<file path="src/rtl/uart_rx.sv">
// uart_rx: 8N1 serial receiver with a one-byte holding register.
// The line is sampled at mid-bit, timed from the falling edge of the start
// bit. Holds one unread byte; a newer byte is dropped (overrun) if the
// previous one has not been read.
module uart_rx #(
  parameter int CLKS_PER_BIT = 100
) (
  input  logic       clk,
  input  logic       rst_n,
  input  logic       rx,
  input  logic       re,
  output logic [7:0] dout,
  output logic       valid,
  output logic       overrun,
  output logic       frame_err,
  output logic       busy
);

  localparam logic [15:0] C_FULL = 16'(CLKS_PER_BIT - 1);
  localparam logic [15:0] C_HALF = 16'(CLKS_PER_BIT / 2 - 1);

  typedef enum logic [2:0] {
    IDLE,
    START_BIT,
    DATA_BITS,
    STOP_BIT,
    WAIT_HIGH
  } state_t;

  state_t      r_state;
  logic [15:0] r_cnt;
  logic [2:0]  r_idx;
  logic [7:0]  r_data;
  logic        r_sync1;
  logic        r_sync2;
  logic [7:0]  r_dout;
  logic        r_valid;
  logic        r_overrun;
  logic        r_frame_err;

  logic        w_rx_s;
  logic        w_deliver;

  assign w_rx_s = r_sync2;

  // Good stop bit sampled this cycle: the assembled byte is ready to hand over.
  assign w_deliver = (r_state == STOP_BIT) && (r_cnt == C_FULL) && w_rx_s;

  assign dout      = r_dout;
  assign valid     = r_valid;
  assign overrun   = r_overrun;
  assign frame_err = r_frame_err;
  assign busy      = (r_state != IDLE);

  // Two-flop synchronizer; resets to the idle (high) line level.
  always_ff @(posedge clk or negedge rst_n) begin
    if (!rst_n) begin
      r_sync1 <= 1'b1;
      r_sync2 <= 1'b1;
    end else begin
      r_sync1 <= rx;
      r_sync2 <= r_sync1;
    end
  end

  // Receive FSM plus the host-facing holding register and status flags.
  always_ff @(posedge clk or negedge rst_n) begin
    if (!rst_n) begin
      r_state     <= IDLE;
      r_cnt       <= 16'd0;
      r_idx       <= 3'd0;
      r_data      <= 8'h00;
      r_dout      <= 8'h00;
      r_valid     <= 1'b0;
      r_overrun   <= 1'b0;
      r_frame_err <= 1'b0;
    end else begin
      r_frame_err <= 1'b0;

      // A read in the same cycle as a delivery frees the slot for the new byte.
      if (w_deliver) begin
        if (!r_valid || re) begin
          r_dout    <= r_data;
          r_valid   <= 1'b1;
          r_overrun <= 1'b0;
        end else begin
          r_overrun <= 1'b1;
        end
      end else if (re && r_valid) begin
        r_valid   <= 1'b0;
        r_overrun <= 1'b0;
      end

      case (r_state)
        IDLE: begin
          r_cnt <= 16'd0;
          r_idx <= 3'd0;
          if (!w_rx_s) r_state <= START_BIT;
        end
        START_BIT: begin
          if (r_cnt == C_HALF) begin
            r_cnt   <= 16'd0;
            // Line back high at mid-start is a glitch, not a frame.
            r_state <= w_rx_s ? IDLE : DATA_BITS;
          end else begin
            r_cnt <= r_cnt + 16'd1;
          end
        end
        DATA_BITS: begin
          if (r_cnt == C_FULL) begin
            r_cnt         <= 16'd0;
            r_data[r_idx] <= w_rx_s;
            if (r_idx == 3'd7) begin
              r_idx   <= 3'd0;
              r_state <= STOP_BIT;
            end else begin
              r_idx <= r_idx + 3'd1;
            end
          end else begin
            r_cnt <= r_cnt + 16'd1;
          end
        end
        STOP_BIT: begin
          if (r_cnt == C_FULL) begin
            r_cnt <= 16'd0;
            // Leaving at mid-stop keeps a back-to-back start edge visible.
            if (w_rx_s) begin
              r_state <= IDLE;
            end else begin
              r_frame_err <= 1'b1;
              r_state     <= WAIT_HIGH;
            end
          end else begin
            r_cnt <= r_cnt + 16'd1;
          end
        end
        WAIT_HIGH: begin
          // A break holds the line low; wait it out so it reports only once.
          if (w_rx_s) r_state <= IDLE;
        end
        default: r_state <= IDLE;
      endcase
    end
  end

endmodule

</file>
<file path="config.mk">
export PLATFORM = sky130hd
export DESIGN_NAME = uart_rx
export DESIGN_NICKNAME = d
export VERILOG_FILES = /design/src/rtl/uart_rx.sv
export SDC_FILE = /design/constraint.sdc
export NUM_CORES = 1
export LEC_CHECK = 0
export ABC_AREA = 1
export BUFFER_PORTS_ARGS = -buffer_cell sky130_fd_sc_hd__buf_2
export CAP_MARGIN = 10
export CORE_MARGIN = 1
export CORE_UTILIZATION = 30
export DETAILED_ROUTE_END_ITERATION = 10
export GPL_TIMING_DRIVEN = 0
export PLACE_DENSITY_LB_ADDON = 0.1
export SYNTH_ARGS = -nofsm -noshare
export SYNTH_HDL_FRONTEND = slang
export SYNTH_SLANG_ARGS = --single-unit
</file>
<file path="constraint.sdc">
create_clock -name clk -period 1.4 [get_ports clk]
set_input_delay 0.07 -clock clk [delete_from_list [all_inputs] [get_ports clk]]
set_output_delay 0.07 -clock clk [all_outputs]
set_load 0.01 [all_outputs]
</file>
==> results of run 1 <==
## metal layers
| layer | up-vias | global-route usage |
|---|---|---|
| met3 | 2 | 0.0261 |
| li1 | 1040 | - |
| met2 | 18 | 0.220 |
| met1 | 928 | 0.219 |
| met5 | - | 0 |
| met4 | 0 | 0.0455 |
## report_power, final
| group | total [mW] | internal (mW) | switching, mW |
|---|---|---|---|
| combinational | 0.0490 | 0.0134 | 0.0356 |
| sequential | 1.26 | 1.25 | 0.00747 |
| clock | 0.983 | 0.532 | 0.451 |
## flip-flops by register name, summed over array words and instances (netlist names)
| register | cells |
|---|---|
| dout | 8 |
| r_sync2 | 1 |
| r_data | 8 |
| valid | 1 |
| r_cnt | 16 |
| frame_err | 1 |
| r_idx | 3 |
| r_sync1 | 1 |
| r_state | 3 |
| overrun | 1 |
## final cells by class
type,instances,area (sq um),share of cell area
flip-flops and latches,43,1080,0.361
clock inverters,3,43.8,0.0146
inverters,38,158,0.0525
repair buffers,40,282,0.0938
well taps,99,124,0.0413
clock buffers,5,68.8,0.0229
plain buffers,1,11.3,0.00375
multi-input cells,217,1230,0.410
## kinds of logic (layout without fill, tap and decap cells)
| family | count (synthesis) | in the layout | synth area share |
|---|---|---|---|
| adders and majority gates | 4 | 4 | 0.0221 |
| DFF | 43 | 43 | 0.477 |
| and+or+nand+nor | 184 | 187 | 0.363 |
| xor gates and xnor gates | 5 | 5 | 0.0194 |
| buffers and inverters | 39 | 87 | 0.0687 |
| AOI/OAI and AO/OA | 21 | 21 | 0.0498 |
## worst max path at each step
stage	startpoint	end	slack (ns)
after global placement	r_cnt[0]$_DFFE_PN0P_	dout[7]$_DFFE_PN0P_	-0.26
after CTS	r_cnt[1]$_DFFE_PN0P_	r_cnt[4]$_DFFE_PN0P_	-0.21
after detailed placement	r_cnt[0]$_DFFE_PN0P_	dout[7]$_DFFE_PN0P_	-0.27
final	r_cnt[1]$_DFFE_PN0P_	r_cnt[11]$_DFFE_PN0P_	-0.14
after global routing	r_cnt[1]$_DFFE_PN0P_	r_cnt[9]$_DFFE_PN0P_	-0.25
after floorplan	r_cnt[0]$_DFFE_PN0P_	dout[0]$_DFFE_PN0P_	0.002
## metrics by stage
| stage | utilization | total power [mW] | worst slack, ns |
|---|---|---|---|
| floorplan | - | 1.29 | 0.00210 |
| global placement | 0.339 | 1.32 | -0.260 |
| detailed placement | 0.339 | 1.32 | -0.274 |
| CTS | 0.379 | 2.32 | -0.210 |
| global route | 0.414 | 2.37 | -0.251 |
| finish | 0.414 | 2.29 | -0.135 |
## Yosys cell counts, drive strengths merged, types with 2 or more instances
master,n
o21ai,16
inv,35
dfrtp,41
nand3,25
ha,4
nand2,95
nand4,6
nor2,47
dfstp,2
clkinv,3
nor3,10
xor2,5
## cells in the final DEF (no fill, tap or decap), drive strengths merged
master and count:
clkbuf 6, a21boi 1, nand2 96, buf 38, o21ai 16, and2 1
a31oi 1, ha 4, nor3 10, dlygate4sd3 2, inv 34, a21o 1
nor2 48, a21oi 1, nand3 25, xor2 5, bufinv 1, dfrtp 41
o22ai 1, nand4 7, dfstp 2, clkinvlp 1, clkinv 5
## timing repair
item,in CTS,in global routing
endpoints found under the setup margin,40,42
pin swaps,7,17
gates cloned,3,0
hold buffers,2,0
setup buffers,9,14
hold endpoints to repair,42,0
resized for setup,22,43
## worst register-to-register path, delay by kind of cell (launching register included)
kind	cells	cell delay, ns
simple gates	7	0.58
flops	1	0.38
fa+ha+maj	1	0.20
buf+inv	2	0.17
compound gates	1	0.07
==> reports/summary.txt, run 1 <==
FILL cells - 746
fin area - 3000 sq um
share of post-route cells with drive strength above 1 - 0.329
Netlist Area Pre-Place - 2260 sq um
count of cells along the worst hold path - 6
post-CTS clock slew at the launch and capture registers of the worst setup and hold paths - 0.09 ns
clock network latency to the later pin of the worst-skew pair - 0.29 ns
path depth of the worst reg2reg path - 11
delay-heaviest family, CP - simple AND/OR/NAND/NOR gates
detailed-route wire length on metal 1 - 2800 microns
I/O Pins - 16
post-route minimum period - 1.54 ns
startpoint of the lowest-slack hold path - re
Worst Hold Margin - 0.123 ns
vias in the first global route - 1767
prevailing post-synth register cell - sky130_fd_sc_hd__dfrtp_1
Overflow after GRT - 0
share of async-settable or async-resettable flops after synthesis - 1.00
signal arrival time at the worst endpoint - 1.71 ns
antenna violations before repair - 0
Critical Path Fanout Max - 4
sequential share of the synthesized area - 0.477
hold endpoint - overrun$_DFFE_PN0P_
Area after DPL - 2460 sq um
required time of the critical path - 1.57 ns
pin count of the biggest net entering global routing - 44
number of flip-flops and latches in the synthesized netlist - 43
overall fraction of global-route tracks in use - 0.148
WS Path Type - reg -> reg
Post-Syn Nets - 304
overall die area - 7880 sq um
summed negative setup slack over all endpoints - -3.71 ns
Num Clock Sinks - 43
number of buffers and inverters on the critical path - 2
First DRT Iteration DRCs - 106
met2 routed WL - 2480 microns
Min-Delay Path Class - in -> reg
final weighted congestion in routability-driven placement - 0.776
delay contributed by the slowest stage of the critical path - 0.38 ns
count of cell instances traversed by the critical path - 11
cell with the largest stage delay on the worst path - sky130_fd_sc_hd__dfrtp_1
Die Ht - 88.8 microns
Synth top area share - 0.454
ratio of routed vias to standard cells - 4.46
measured slew at the worst slew-check pin - 0.607 ns
power per unit of standard cell area - 762 nW/um^2
relative area change from synthesis to final layout - 32.8%
leakage power total - 1.41 nW
leading area contributor after synthesis - sky130_fd_sc_hd__dfrtp_1
synth top area cells - sky130_fd_sc_hd__dfrtp_1 (45%), sky130_fd_sc_hd__nand2_1 (15%), sky130_fd_sc_hd__nor2_1 (6.5%)
worst-case vdd ir drop - 0.000408 V
highest routed metal layer - met4
Post-Syn Instances - 296
mean routed wirelength per cell - 12.2 microns
Pre-Repair DR Iteration Count - 4
number of nets still failing antenna checks after routing - 0
Die W - 88.8 microns
Net count, final - 354
synthesis warning total - 0
Max Slew Vio Count - 0
worst clock skew on the final layout - 0.00754 ns
Routed met3 length - 132 microns
worst max-slew margin expressed relative to the limit - 0.595
Buffers on Ports - 15
Reg2Reg Capture Point - r_cnt[11]$_DFFE_PN0P_
clock root buffer - sky130_fd_sc_hd__clkbuf_8
CTS tree - done
Initial Util - 0.312
placed insts - 410
post-route fraction of the period consumed by the critical path - 1.10
max frequency - 651 MHz
number of different library cells in the post-synthesis netlist - 28
Core Area - 7250 sq um
detailed placement HPWL - 3360 microns
run status - complete, but fails checks
number of max-cap violations - 0
number of rows created at floorplan - 31
number of endpoints with negative hold slack in the final report - 0
worst-case setup margin in the final layout - -0.135 ns
number of DRC violations after detailed routing - 0
endpoints failing setup - 38
violations in the final reports - setup timing
per-instance average area after synthesis - 7.63 sq um
number of vias in the routed layout - 1988
wirelength, routed - 5450 microns
critical path startpoint category - flop
cells traversed along the worst timing path - ha_2 > inv_2 > nor2_2 > nand2_2 > nor2_4 > nand2_4 > nand2_4 > buf_4 > nand2_4 > nand3_1 > o21ai_0
type of destination of the critical path - flop
Longest Clk Path Bufs - 2
unrepaired setup endpoints after global routing - yes
Finished Layout Cells - 446
CTS buffer count - 5
most used cell along the critical path - sky130_fd_sc_hd__nand2_4
number of enable flip-flop cells after synthesis - 0
H-tree depth reported by CTS - 2
Register-to-Register Setup Slack - -0.14 ns
launching point of the worst reg2reg path - r_cnt[1]$_DFFE_PN0P_
# diodes - 0
global-route wire length before repair - 8670 microns
Note: power is estimated with default switching activity, not from simulation.
==> inputs of run 2 (changes only) <==
HOLD_SLACK_MARGIN = 0.06   (was default)
PLACE_DENSITY = 0.51   (was default)
PLACE_DENSITY_LB_ADDON = default   (was 0.1)
==> run 2 against run 1 <==
  * The run still ends with setup timing left
  * Cell count fell by 2.7%
  * Routed wire length down 8.0%
  * Via count down 1.4%
  * Critical path depth grew 1
  * Total power is 6.9% lower
  * Count of clock-buffer cells in the layout is the same
  * Critical path type unchanged
==> reports/summary.txt, run 2 (synthesis gave the netlist of run 1 again) <==
run status - complete, but fails checks (unchanged)
violations in the final reports - setup timing (unchanged)
CTS buffer count - 5 (unchanged)
global-route wire length before repair - 8630 microns (was 8670 microns)
part of the power in registers - 0.590 (was 0.549)
type of destination of the critical path - flop (unchanged)
GR Layer Usage met1 - 0.196 (was 0.219)
worst-case setup margin in the final layout - -0.162 ns (was -0.135 ns)
critical path startpoint category - flop (unchanged)
measured slew at the worst slew-check pin - 0.973 ns (was 0.607 ns)
post-CTS clock slew at the launch and capture registers of the worst setup and hold paths - 0.09 ns (about the same)
relative area change from synthesis to final layout - 29.2% (was 32.8%)
cell with the largest stage delay on the worst path - sky130_fd_sc_hd__dfrtp_1 (unchanged)
final weighted congestion in routability-driven placement - 0.842 (was 0.776)
CTS tree - done (unchanged)
leakage power total - 1.37 nW (was 1.41 nW)
internal power component - 1.62 mW (was 1.79 mW)
overall die area - 7880 sq um (unchanged)
worst max-slew margin expressed relative to the limit - 0.351 (was 0.595)
Critical Path Fanout Max - 8 (was 4)
Core Area - 7250 sq um (unchanged)
number of nets still failing antenna checks after routing - 0 (unchanged)
delay contributed by the slowest stage of the critical path - 0.39 ns (was 0.38 ns)
antenna violations before repair - 0 (unchanged)
detailed placement HPWL - 3290 microns (was 3360 microns)
pin count of the biggest net entering global routing - 44 (unchanged)
endpoints failing setup - 40 (was 38)
Comb pwr share - 0.022 (was 0.021)
vias in the first global route - 1848 (was 1767)
overall fraction of global-route tracks in use - 0.142 (was 0.148)
most common library cell in the layout ignoring fill and taps - sky130_fd_sc_hd__nand2_1 (unchanged)
global routing met2 resource utilization - 0.226 (was 0.220)
Die W - 88.8 microns (unchanged)
FILL cells - 762 (was 746)
power per unit of standard cell area - 729 nW/um^2 (was 762 nW/um^2)
Die Ht - 88.8 microns (unchanged)
ratio of routed vias to standard cells - 4.52 (was 4.46)
worst-case vdd ir drop - 0.000338 V (was 0.000408 V)
most used cells in the layout excluding fill and tap cells - sky130_fd_sc_hd__nand2_1 (76), sky130_fd_sc_hd__dfrtp_1 (38), sky130_fd_sc_hd__nor2_1 (33) (was sky130_fd_sc_hd__nand2_1 (74), sky130_fd_sc_hd__dfrtp_1 (36), sky130_fd_sc_hd__nor2_1 (33))
fraction of met3 tracks used by global routing - 0.0280 (was 0.0261)
Buffers on Ports - 15 (unchanged)
Net count, final - 342 (was 354)
Overflow after GRT - 0 (unchanged)
post-route fraction of the period consumed by the critical path - 1.12 (was 1.10)
number of flip-flops under the largest register name - 16 (unchanged)
mean routed wirelength per cell - 11.5 microns (was 12.2 microns)
worst clock skew on the final layout - 0.00667 ns (was 0.00754 ns)
clock network latency to the later pin of the worst-skew pair - 0.30 ns (was 0.29 ns)
layer carrying the most global-route usage - met2 (unchanged)
Longest Clk Path Bufs - 2 (unchanged)
number of max-cap violations - 0 (unchanged)
Power, Total - 2.13 mW (was 2.29 mW)
post-route minimum period - 1.56 ns (was 1.54 ns)
most used cell along the critical path - sky130_fd_sc_hd__nand2_2 (was sky130_fd_sc_hd__nand2_4)
Worst Hold Margin - 0.106 ns (was 0.123 ns)
number of vias in the routed layout - 1960 (was 1988)
Initial Util - 0.312 (unchanged)
number of rows created at floorplan - 31 (unchanged)
Pre-Repair DR Iteration Count - 4 (unchanged)
switching part of the total power - 0.240 (was 0.216)
share of post-route cells with drive strength above 1 - 0.304 (was 0.329)
Min-Delay Path Class - in -> reg (unchanged)
wirelength, routed - 5010 microns (was 5450 microns)
register with the most flip-flops - r_cnt (unchanged)
WS Path Type - reg -> reg (unchanged)
unrepaired setup endpoints after global routing - yes (unchanged)
net switching power - 0.510 mW (was 0.494 mW)
required time of the critical path - 1.64 ns (was 1.57 ns)
Num Clock Sinks - 43 (unchanged)
max frequency - 640 MHz (was 651 MHz)
proportion of power drawn by the clock network - 0.388 (was 0.430)
number of endpoints with negative hold slack in the final report - 0 (unchanged)
H-tree depth reported by CTS - 2 (unchanged)
I/O Pins - 16 (unchanged)
# diodes - 0 (unchanged)
clock root buffer - sky130_fd_sc_hd__clkbuf_8 (unchanged)
cells traversed along the worst timing path - ha_2 > inv_2 > nor2_2 > nand2_2 > nor2_2 > nand2_2 > buf_12 > clkinv_8 > nand4_4 > clkinv_4 > nand2_2 > nand2_1 (was ha_2 > inv_2 > nor2_2 > nand2_2 > nor2_4 > nand2_4 > nand2_4 > buf_4 > nand2_4 > nand3_1 > o21ai_0)
summed negative setup slack over all endpoints - -4.42 ns (was -3.71 ns)
Max Slew Vio Count - 0 (unchanged)
First DRT Iteration DRCs - 86 (was 106)
number of DRC violations after detailed routing - 0 (unchanged)
signal arrival time at the worst endpoint - 1.80 ns (was 1.71 ns)
## run 2: routing by layer
layer	part of all wire	routed length (microns)	vias up
met5	0	0	-
met4	0.014	69	0
met3	0.024	119	6
met2	0.47	2350	27
met1	0.49	2470	908
li1	-	-	1019
## run 2: critical path, delay by kind of cell, from the launching register on
family                     cells  cell delay, ns
adders and majority gates      1            0.21
buffers and inverters          4            0.37
DFF                            1            0.39
and+or+nand+nor                7            0.53
## run 2: timing repair
item	CTS	global route
endpoints found under the setup margin	40	41
buffers inserted	9	3
hold buffers	2	0
pin swaps	10	11
gates resized for setup	23	37
cloned	2	0
hold endpoints to repair	42	0
## run 2: path summary, 6_finish.rpt
kind                                   endpoint  slack [ns]  depth (start not counted)                 start
min                         overrun$_DFFE_PN0P_        0.11                          6                    re
max reg2reg                 dout[1]$_DFFE_PN0P_       -0.16                         12  r_cnt[1]$_DFFE_PN0P_
max in group asynchronous  r_cnt[2]$_DFFE_PN0P_        0.28                          2                 rst_n
min reg2reg                   r_sync2$_DFF_PN1_        0.36                          0     r_sync1$_DFF_PN1_
max                         dout[1]$_DFFE_PN0P_       -0.16                         12  r_cnt[1]$_DFFE_PN0P_
min in group asynchronous  r_cnt[8]$_DFFE_PN0P_        0.46                          2                 rst_n
## run 2: final cells by class
type                            count  area [sq um]  area share
Buffer                              1          7.51     0.00257
Clock buffer                        5          68.8      0.0236
Clock inverter                      3          23.8     0.00814
Inverter                           38           169      0.0578
Multi-Input combinational cell    216          1210       0.416
Sequential cell                    43          1080       0.371
Tap cell                           99           124      0.0424
Timing Repair Buffer               29           230      0.0788
## run 2: stage by stage
stage / utilization / instances / instance area (sq um) / setup slack, ns
floorplan: - / 296 / 2260 / 0.00210
global placement: 0.339 / 410 / 2460 / -0.246
detailed placement: 0.339 / 410 / 2460 / -0.247
CTS: 0.382 / 431 / 2770 / -0.179
global route: 0.403 / 434 / 2920 / -0.273
finish: 0.403 / 434 / 2920 / -0.162
## run 2: power by group through the flow
stage	logic [mW]	registers (mW)	clock network, mW
global placement	0.0430	1.28	0
detailed placement	0.0432	1.28	0
global route	0.0575	1.26	0.926
CTS	0.0474	1.25	0.868
floorplan	0.00721	1.28	0
finish	0.0478	1.26	0.825
==> inputs of run 3 (changes only) <==
CORE_UTILIZATION = 25   (was 30)
PLACE_DENSITY = 0.45   (was 0.51)
SETUP_SLACK_MARGIN = 0.3   (was default)
==> run 3 against run 2 <==
  * The flow finishes with violations (hold timing, setup timing)
  * Sequential share of layout area down 3.2 points
  * Flip-flop and latch count unchanged
  * Cell count up 7.1%
  * Total power up 1.8%
  * Critical path type unchanged
==> reports/summary.txt, run 3 (synthesis gave the netlist of run 1 again) <==
post-layout utilization of the core - 0.367 (was 0.403)
required time of the critical path - 1.59 ns (was 1.64 ns)
pre-CTS WS - -0.237 ns (was -0.247 ns)
most used cells in the layout excluding fill and tap cells - sky130_fd_sc_hd__nand2_1 (79), sky130_fd_sc_hd__dfrtp_1 (35), sky130_fd_sc_hd__nor2_1 (30) (was sky130_fd_sc_hd__nand2_1 (76), sky130_fd_sc_hd__dfrtp_1 (38), sky130_fd_sc_hd__nor2_1 (33))
clock root buffer - sky130_fd_sc_hd__clkbuf_8 (unchanged)
internal power component - 1.62 mW (about the same)
antenna violations before repair - 0 (unchanged)
Overflow after GRT - 0 (unchanged)
unrepaired setup endpoints after global routing - yes (unchanged)
leakage power total - 1.46 nW (was 1.37 nW)
clock network latency to the later pin of the worst-skew pair - 0.30 ns (about the same)
overall die area - 9420 sq um (was 7880 sq um)
number of vias in the routed layout - 2068 (was 1960)
Critical Path Fanout Max - 7 (was 8)
fin area - 3200 sq um (was 2920 sq um)
part of the power in registers - 0.579 (was 0.590)
Area after DPL - 2510 sq um (was 2460 sq um)
number of nets still failing antenna checks after routing - 0 (unchanged)
Min-Delay Path Class - in -> async (was in -> reg)
Worst Hold Margin - -0.0703 ns (was 0.106 ns)
run status - complete, but fails checks (unchanged)
Die W - 97.1 microns (was 88.8 microns)
ratio of routed vias to standard cells - 4.45 (was 4.52)
Net count, final - 364 (was 342)
H-tree depth reported by CTS - 2 (unchanged)
Die Ht - 97.1 microns (was 88.8 microns)
Max Slew Vio Count - 0 (unchanged)
max frequency - 658 MHz (was 640 MHz)
Buffers on Ports - 15 (unchanged)
CTS tree - done (unchanged)
Num Clock Sinks - 43 (unchanged)
measured slew at the worst slew-check pin - 1.01 ns (was 0.973 ns)
global-route wire length before repair - 9880 microns (was 8630 microns)
wirelength, routed - 5920 microns (was 5010 microns)
delay contributed by the slowest stage of the critical path - 0.41 ns (was 0.39 ns)
detailed placement HPWL - 3450 microns (was 3290 microns)
critical path startpoint category - flop (unchanged)
overall fraction of global-route tracks in use - 0.130 (was 0.142)
Comb pwr share - 0.027 (was 0.022)
violations in the final reports - hold timing, setup timing (was setup timing)
register with the most flip-flops - r_cnt (unchanged)
relative area change from synthesis to final layout - 41.7% (was 29.2%)
post-route minimum period - 1.52 ns (was 1.56 ns)
number of rows created at floorplan - 34 (was 31)
mean routed wirelength per cell - 12.7 microns (was 11.5 microns)
Longest Clk Path Bufs - 2 (unchanged)
number of max-cap violations - 0 (unchanged)
number of endpoints with negative hold slack in the final report - 41 (was 0)
cells traversed along the worst timing path - ha_4 > inv_2 > nor2_2 > nand2_2 > nor2_4 > nand2_4 > nand2_4 > nand2_8 > nor2_4 > nor3_1 (was ha_2 > inv_2 > nor2_2 > nand2_2 > nor2_2 > nand2_2 > buf_12 > clkinv_8 > nand4_4 > clkinv_4 > nand2_2 > nand2_1)
type of destination of the critical path - flop (unchanged)
number of flip-flops under the largest register name - 16 (unchanged)
WS Path Type - reg -> reg (unchanged)
worst-case vdd ir drop - 0.000339 V (was 0.000338 V)
most common library cell in the layout ignoring fill and taps - sky130_fd_sc_hd__nand2_1 (unchanged)
power per unit of standard cell area - 676 nW/um^2 (was 729 nW/um^2)
Pre-Repair DR Iteration Count - 4 (unchanged)
worst clock skew on the final layout - 0.00604 ns (was 0.00667 ns)
net switching power - 0.542 mW (was 0.510 mW)
cell with the largest stage delay on the worst path - sky130_fd_sc_hd__dfrtp_1 (unchanged)
Finished Layout Cells - 465 (was 434)
placed insts - 419 (was 410)
worst-case setup margin in the final layout - -0.121 ns (was -0.162 ns)
vias in the first global route - 2033 (was 1848)
post-CTS clock slew at the launch and capture registers of the worst setup and hold paths - 0.10 ns (was 0.09 ns)
post-route fraction of the period consumed by the critical path - 1.09 (was 1.12)
worst max-slew margin expressed relative to the limit - 0.327 (was 0.351)
Initial Util - 0.259 (was 0.312)
number of buffers added to fix hold violations after cts - 1 (was 2)
endpoints failing setup - 39 (was 40)
share of post-route cells with drive strength above 1 - 0.392 (was 0.304)
CTS buffer count - 5 (unchanged)
switching part of the total power - 0.250 (was 0.240)
pin count of the biggest net entering global routing - 44 (unchanged)
number of DRC violations after detailed routing - 0 (unchanged)
I/O Pins - 16 (unchanged)
First DRT Iteration DRCs - 75 (was 86)
signal arrival time at the worst endpoint - 1.71 ns (was 1.80 ns)
Core Area - 8720 sq um (was 7250 sq um)
# diodes - 0 (unchanged)
proportion of power drawn by the clock network - 0.394 (was 0.388)
FILL cells - 888 (was 762)
final weighted congestion in routability-driven placement - 0.772 (was 0.842)
## run 3: power groups by stage
| stage | combinational [mW] | sequential (mW) | clock [mW] |
|---|---|---|---|
| floorplan | 0.00737 | 1.28 | 0 |
| global placement | 0.0443 | 1.28 | 0 |
| detailed placement | 0.0447 | 1.28 | 0 |
| CTS | 0.0517 | 1.26 | 0.884 |
| global route | 0.0686 | 1.25 | 0.925 |
| finish | 0.0587 | 1.25 | 0.854 |
## run 3: per-stage QoR
step                setup TNS [ns]  hold WS, ns  total power, mW
floorplan                        0       -0.226             1.29
global placement             -6.49        0.178             1.32
detailed placement           -7.01        0.178             1.32
CTS                          -4.72      -0.0273             2.19
global route                 -7.10       0.0198             2.25
finish                       -3.05      -0.0703             2.17
## run 3: critical path, delay by kind of cell (launching register included)
family / cells / cell delay [ns]
adder cells (fa/ha/maj): 1 / 0.16
flip-flops: 1 / 0.41
AND/OR/NAND/NOR: 8 / 0.79
buffers and inverters: 1 / 0.04
## run 3: layout make-up
| cell class | count | area (sq um) | share of cell area |
|---|---|---|---|
| plain buffers | 1 | 11.3 | 0.00352 |
| well taps | 108 | 135 | 0.0422 |
| multi-input cells | 217 | 1320 | 0.411 |
| inverters | 38 | 166 | 0.0520 |
| clock inverters | 3 | 25.0 | 0.00781 |
| flip-flops and latches | 43 | 1090 | 0.339 |
| repair buffers | 50 | 395 | 0.123 |
| clock buffers | 5 | 68.8 | 0.0215 |
## run 3: metal layers
layer | routed length, microns | track usage | up-vias
met2 | 2770 | 0.206 | 25
met3 | 163 | 0.0259 | 8
met4 | 59 | 0.0379 | 0
li1 | - | - | 1069
met1 | 2930 | 0.181 | 966
met5 | 0 | 0 | -
## run 3: path summary, 6_finish.rpt
path                                      start                    to  slack [ns]  depth (start not counted)
hold reg to reg               r_sync1$_DFF_PN1_     r_sync2$_DFF_PN1_        0.36                          0
max in group asynchronous                 rst_n  r_cnt[9]$_DFFE_PN0P_        0.78                          1
setup / recovery           r_cnt[0]$_DFFE_PN0P_  r_cnt[6]$_DFFE_PN0P_       -0.12                         10
setup reg to reg           r_cnt[0]$_DFFE_PN0P_  r_cnt[6]$_DFFE_PN0P_       -0.12                         10
min in group clk                             re   overrun$_DFFE_PN0P_        0.11                          6
hold / removal                            rst_n   dout[3]$_DFFE_PN0P_       -0.07                          1
## run 3: what timing repair did
item                                    CTS  global route
gates resized for setup                  33            44
pin swaps                                11            17
setup buffers                            19            15
endpoints found under the setup margin   42            42
gates cloned                              3             0
endpoints found under the hold margin    42            41
